## src/rtl/fetch_pkg.sv

```systemverilog
// ============================================================================
//  Module      : fetch_pkg
//  Description : Shared FSM state encoding, opcode constants and width
//                defaults for the fetch unit.
//  Revision    : 1.0 - initial release
// ============================================================================
`default_nettype none

package fetch_pkg;

    localparam int c_PC_W_DEFAULT    = 8;
    localparam int c_INSTR_W_DEFAULT = 8;

    localparam int         c_STATE_W  = 2;
    localparam logic [1:0] c_ST_IDLE  = 2'd0;
    localparam logic [1:0] c_ST_FETCH = 2'd1;
    localparam logic [1:0] c_ST_EXEC  = 2'd2;

    // Opcode lives in the top three bits of the instruction word.
    localparam logic [2:0] c_OP_LOAD_A    = 3'b000;
    localparam logic [2:0] c_OP_LOAD_B    = 3'b001;
    localparam logic [2:0] c_OP_STORE     = 3'b010;
    localparam logic [2:0] c_OP_STORE_IMM = 3'b011;
    localparam logic [2:0] c_OP_JMP       = 3'b100;
    localparam logic [2:0] c_OP_RET       = 3'b110;
    localparam logic [2:0] c_OP_ALU       = 3'b111;

endpackage

`default_nettype wire

```

## src/rtl/ret_stack.sv

```systemverilog
// ============================================================================
//  Module      : ret_stack
//  Description : Return-address store. With FETCH_RET_STACK_EN defined it is a
//                DEPTH-entry LIFO; otherwise a single link register + valid.
//  Revision    : 1.0 - initial release
// ============================================================================
`default_nettype none

module ret_stack #(
    parameter int DEPTH = 4,
    parameter int W     = 8
) (
    input  logic         clk,
    input  logic         rst,
    input  logic         push,
    input  logic         pop,
    input  logic [W-1:0] din,
    output logic [W-1:0] dout,
    output logic         full,
    output logic         empty
);

    if (DEPTH < 1) begin : g_depth_check
        $error("ret_stack: DEPTH must be at least 1");
    end

`ifdef FETCH_RET_STACK_EN
    localparam int c_SP_W  = $clog2(DEPTH + 1);
    localparam int c_IDX_W = (DEPTH > 1) ? $clog2(DEPTH) : 1;

    logic [W-1:0]       r_mem [DEPTH];
    logic [c_SP_W-1:0]  r_sp;
    logic [c_IDX_W-1:0] w_wr_idx;
    logic [c_IDX_W-1:0] w_rd_idx;

    assign w_wr_idx = c_IDX_W'(r_sp);
    assign w_rd_idx = c_IDX_W'(r_sp - c_SP_W'(1));
    assign full     = (r_sp == c_SP_W'(DEPTH));
    assign empty    = (r_sp == '0);
    assign dout     = r_mem[w_rd_idx];

    // Push onto a full stack and pop from an empty one are silently dropped;
    // the caller flags those cases.
    always_ff @(posedge clk) begin
        if (rst) begin
            r_sp <= '0;
        end else if (push && !full) begin
            r_sp <= r_sp + c_SP_W'(1);
        end else if (pop && !empty) begin
            r_sp <= r_sp - c_SP_W'(1);
        end
    end

    always_ff @(posedge clk) begin
        if (!rst && push && !full) begin
            r_mem[w_wr_idx] <= din;
        end
    end
`else
    logic [W-1:0] r_link;
    logic         r_valid;

    // A new call simply overwrites the link, so the store is never full.
    always_ff @(posedge clk) begin
        if (rst) begin
            r_link  <= '0;
            r_valid <= 1'b0;
        end else if (push) begin
            r_link  <= din;
            r_valid <= 1'b1;
        end else if (pop) begin
            r_valid <= 1'b0;
        end
    end

    assign dout  = r_link;
    assign full  = 1'b0;
    assign empty = ~r_valid;
`endif

endmodule

`default_nettype wire

```

## src/rtl/fetch_unit.sv

```systemverilog
// ============================================================================
//  Module      : fetch_unit
//  Description : IDLE/FETCH/EXEC instruction fetcher with call/return support.
//                FETCH_RET_STACK_EN selects a LIFO return stack over a link reg.
//  Revision    : 1.0 - initial release
// ============================================================================
`default_nettype none

module fetch_unit
    import fetch_pkg::*;
#(
    parameter int PC_W        = c_PC_W_DEFAULT,
    parameter int INSTR_W     = c_INSTR_W_DEFAULT,
    parameter int STACK_DEPTH = 4
) (
    input  logic               clk,
    input  logic               rst,
    output logic               fetch_req,
    output logic [PC_W-1:0]    pc,
    input  logic               instr_ready,
    input  logic [INSTR_W-1:0] instr_rdata,
    output logic               instr_valid,
    output logic [INSTR_W-1:0] instr_out,
    input  logic               jmp,
    input  logic               ret,
    input  logic [PC_W-1:0]    target,
    output logic               stack_err
);

    logic [c_STATE_W-1:0] r_state;
    logic [c_STATE_W-1:0] w_state_nxt;
    logic [PC_W-1:0]      r_pc;
    logic [PC_W-1:0]      w_pc_nxt;
    logic [PC_W-1:0]      w_pc_inc;
    logic [INSTR_W-1:0]   r_instr;
    logic                 r_err;

    logic            w_exec;
    logic            w_jmp_only;
    logic            w_ret_only;
    logic            w_illegal;
    logic            w_push;
    logic            w_pop;
    logic            w_err_evt;
    logic [PC_W-1:0] w_stk_dout;
    logic            w_stk_full;
    logic            w_stk_empty;

    always_ff @(posedge clk) begin
        if (rst) begin
            r_state <= c_ST_IDLE;
        end else begin
            r_state <= w_state_nxt;
        end
    end

    always_comb begin
        w_state_nxt = r_state;
        case (r_state)
            c_ST_IDLE:  w_state_nxt = c_ST_FETCH;
            c_ST_FETCH: w_state_nxt = instr_ready ? c_ST_EXEC : c_ST_FETCH;
            c_ST_EXEC:  w_state_nxt = c_ST_FETCH;
            default:    w_state_nxt = c_ST_IDLE;
        endcase
    end

    always_comb begin
        fetch_req   = 1'b0;
        instr_valid = 1'b0;
        case (r_state)
            c_ST_FETCH: fetch_req   = 1'b1;
            c_ST_EXEC:  instr_valid = 1'b1;
            default: ;
        endcase
    end

    // Strobes only matter in EXEC; both high together is an illegal instruction.
    assign w_exec     = (r_state == c_ST_EXEC);
    assign w_jmp_only = jmp & ~ret;
    assign w_ret_only = ret & ~jmp;
    assign w_illegal  = jmp & ret;
    assign w_push     = w_exec & w_jmp_only & ~w_stk_full;
    assign w_pop      = w_exec & w_ret_only & ~w_stk_empty;
    assign w_err_evt  = w_exec & (w_illegal | (w_jmp_only & w_stk_full)
                                            | (w_ret_only & w_stk_empty));
    assign w_pc_inc   = r_pc + PC_W'(1);

    always_comb begin
        w_pc_nxt = r_pc;
        if (w_exec) begin
            if (w_jmp_only) begin
                w_pc_nxt = target;
            end else if (w_pop) begin
                w_pc_nxt = w_stk_dout;
            end else begin
                w_pc_nxt = w_pc_inc;
            end
        end
    end

    always_ff @(posedge clk) begin
        if (rst) begin
            r_pc    <= '0;
            r_instr <= '0;
            r_err   <= 1'b0;
        end else begin
            r_pc <= w_pc_nxt;
            if ((r_state == c_ST_FETCH) && instr_ready) begin
                r_instr <= instr_rdata;
            end
            if (w_err_evt) begin
                r_err <= 1'b1;
            end
        end
    end

    ret_stack #(
        .DEPTH (STACK_DEPTH),
        .W     (PC_W)
    ) u_ret_stack (
        .clk   (clk),
        .rst   (rst),
        .push  (w_push),
        .pop   (w_pop),
        .din   (w_pc_inc),
        .dout  (w_stk_dout),
        .full  (w_stk_full),
        .empty (w_stk_empty)
    );

    assign pc        = r_pc;
    assign instr_out = r_instr;
    assign stack_err = r_err;

endmodule

`default_nettype wire

```

## config.mk

```make
export PLATFORM = sky130hd
export DESIGN_NAME = fetch_unit
export DESIGN_NICKNAME = d
export VERILOG_FILES = /design/src/rtl/fetch_pkg.sv /design/src/rtl/ret_stack.sv /design/src/rtl/fetch_unit.sv
export SDC_FILE = /design/constraint.sdc
export NUM_CORES = 1
export LEC_CHECK = 0
export CAP_MARGIN = 20
export CORE_MARGIN = 5
export CORE_UTILIZATION = 30
export DETAILED_ROUTE_END_ITERATION = 6
export DONT_BUFFER_PORTS = 1
export MAX_ROUTING_LAYER = met4
export PLACE_DENSITY = 0.43
export SYNTH_ARGS = -nofsm -noshare
export SYNTH_HDL_FRONTEND = slang
export SYNTH_SLANG_ARGS = --single-unit
```

## constraint.sdc

```tcl
create_clock -name clk -period 2.71 [get_ports clk]
set_input_delay 0.271 -clock clk [delete_from_list [all_inputs] [get_ports clk]]
set_output_delay 0.271 -clock clk [all_outputs]
set_load 0.005 [all_outputs]
```

==> out/metrics.yaml <==
place:
  routabilityCongestion: 0.755
  post-place-ws_ns: 0.941
  dp.final_hpwl_mm: 2.26
  io_buffers: 0
power_and_ir_drop:
  intPower_uw: 566
  pwr-share-comb_pct: 4.5
  peakVddDrop_mv: 0.375
  power_leakage_nw: 0.413
  swShare_pct: 21.6
  power.total_uw: 722
  power_frac_seq_pct: 59.8
  p_sw_uw: 156
  pwr-share-clk_pct: 35.7
  pwr_density_cell_nw_per_um2: 544
clock_tree:
  cts_hold_buf: 0
  ctsResizeCount: 0
  clock_sinks: 28
  cts_buffers: 3
  cts_tree: "yes"
  clk_path_buf_depth: 2
  clock_latency_ns: 0.27
  cts_root_buffer: "clkbuf_8"
  postCtsSetupBuffers: 0
  h-tree-depth: 1
  clk_pin_slew_worst_paths_ns: 0.10
critical_path:
  cp_max_fo: 23
  required_ns: 2.91
  crit_arrival_ns: 2.00
  cp-end-kind: "flip-flop"
  max_stage_delay_ns: 0.68
  path_cells: "nand2b_4, inv_2, and2_1, a22oi_1, o22ai_1"
  path_class: "flip-flop to flip-flop"
  start_kind: "flip-flop"
  slowest_stage: "and2_1"
drt:
  drtAntennaViolNets: 0
  num_vias: 1076
  drc: 0
  drtIter0Drc: 79
  wl_per_cell_um: 16.4
  wl_mm: 3.15
  firstDrtPassIters: 4
  vias_per_cell: 5.60
logic_synthesis:
  synth_fp_nets: 172
  yosysSeqAreaShare_pct: 44.1
  synth_edf_count: 0
  synth.cell_area_um2: 1270
  synthArstFlopShare_pct: 0
  ys_ff_latch: 28
  yosys_most_used_dff: "dfxtp_1"
  ys_warn_count: 0
  syn-instance-count: 150
  netlist-cell-type-count: 37
  synth.avg_cell_area_um2: 8.47
global_route:
  grtUsageMet1_pct: 14.3
  grt_overflow: 0
  gr-max-usage-layer: "met2"
  grtUsageMet3_pct: 4.27
  grt_pass1_wl_mm: 5.03
  antenna_found_initial: 0
  grt_pass1_vias: 1085
  grtUsageTotal_pct: 12.0
  grt_max_degree: 30
  met2_usage_pct: 18.4
final_layout:
  final_util_pct: 32.7
  fillers: 416
  antenna_cells: 0
  final_common_cell: "dfxtp_1"
  final_cell_mix: "dfxtp_1, nor2_1, nand2_1, a21oi_1, nand3_1"
  drive_gt1_share_pct: 5.63
  fin_nets: 165
  area_growth_syn_to_layout_pct: 4.43
sta:
  rsz0062_at_grt: "no"
  period_share_pct: 66.3
  max_slew_margin_pct: 43.8
  whs_ns: 0.0507
  finalCriticalPeriod_ns: 1.80
  worst_slew_pin_slew_ns: 0.843
  finalSetupTns_ns: 0
  setup_viol: 0
  skew_ns: 0.00767
  fmax_mhz: 556
  hold_viol: 0
  fin_ws_ns: 0.913
  slew_viol_final: 0
die:
  fp.dieW_um: 75.1
  core_um2: 4060
  design.die.area_um2: 5630
  num_rows: 23
  initial_core_util_pct: 31.3
  die_h_um: 75.1
  ioPinCount: 40
hold_path:
  hp-class: "primary input to flip-flop"
job:
  cap_violations: 0
run_status:
  status: "complete, no violations"
-- power by group through the flow --
stage / combinational [mW] / clock [mW] / sequential (mW)
final: 0.0328 / 0.258 / 0.432
after global routing: 0.0375 / 0.284 / 0.433
after CTS: 0.0332 / 0.268 / 0.432
after detailed placement: 0.0332 / 0 / 0.441
after global placement: 0.0320 / 0 / 0.441
after floorplan: 0.0372 / 0 / 0.439
-- logic make-up after synthesis --
family                     share of synthesized area [%]
xor gates and xnor gates                            2.07
buffers and inverters                               5.12
DFF                                                 44.1
AOI/OAI and AO/OA                                   23.1
and+or+nand+nor                                     23.1
adders and majority gates                          0.985
muxes                                               1.58
-- Yosys cell counts, types with 2 or more instances --
cell type | count | area [um^2]
a211oi_1 | 5 | 37.5
a21oi_1 | 12 | 60.1
a222oi_1 | 2 | 20.0
a22oi_1 | 6 | 45.0
and2_1 | 2 | 12.5
buf_2 | 4 | 20.0
clkbuf_1 | 6 | 22.5
dfxtp_1 | 28 | 561
mux2i_1 | 2 | 20.0
nand2_1 | 13 | 48.8
nand2b_1 | 3 | 18.8
nand3_1 | 10 | 50.1
nor2_1 | 16 | 60.1
nor3_1 | 5 | 25.0
o21a_1 | 3 | 22.5
o21ai_0 | 6 | 30.0
o22ai_1 | 4 | 25.0
o32ai_1 | 2 | 17.5
or3_1 | 2 | 12.5
xor2_1 | 2 | 17.5
-- per-stage QoR --
step	std cells	area, um^2
2_1_floorplan	150	1270
3_3_place_gp	188	1270
3_5_place_dp	188	1270
4_1_cts	192	1330
5_1_grt	192	1330
6_report	192	1330
-- per-layer routing --
metal  routed length, um  up-vias
li1                    -      524
met1                1400      498
met2                1400       44
met3                 243       10
met4                 104        0
met5                   0        -
-- path summary, 6_finish.rpt --
check	slack [ns]	depth (start not counted)	end	startpoint
worst max-delay path	0.91	5	pc[1]	r_state[0]
worst min-delay path	0.05	1	u_ret_stack.r_valid	rst
worst min register to register	0.48	2	instr_out[3]	instr_out[3]
worst max register to register	0.91	5	pc[1]	r_state[0]
-- critical path: cells and delay by family, from the launching register on --
kind | cells | cell delay, ns
simple gates | 2 | 0.91
compound gates | 2 | 0.37
buf+inv | 1 | 0.12
flops | 1 | 0.33
-- sequential cells by signal, indices dropped and copies added, names as in the netlist --
name,cells
u_ret_stack.r_valid,1
r_state,2
stack_err,1
u_ret_stack.dout,8
instr_out,8
pc,8
-- layout make-up --
class | count | area, um^2 | area share [%]
flip-flops and latches | 28 | 561 | 42.3
well taps | 50 | 62.6 | 4.72
multi-input cells | 109 | 644 | 48.6
clock buffers | 4 | 55.1 | 4.15
inverters | 1 | 3.75 | 0.283
Power figures use the tool's default switching activity.
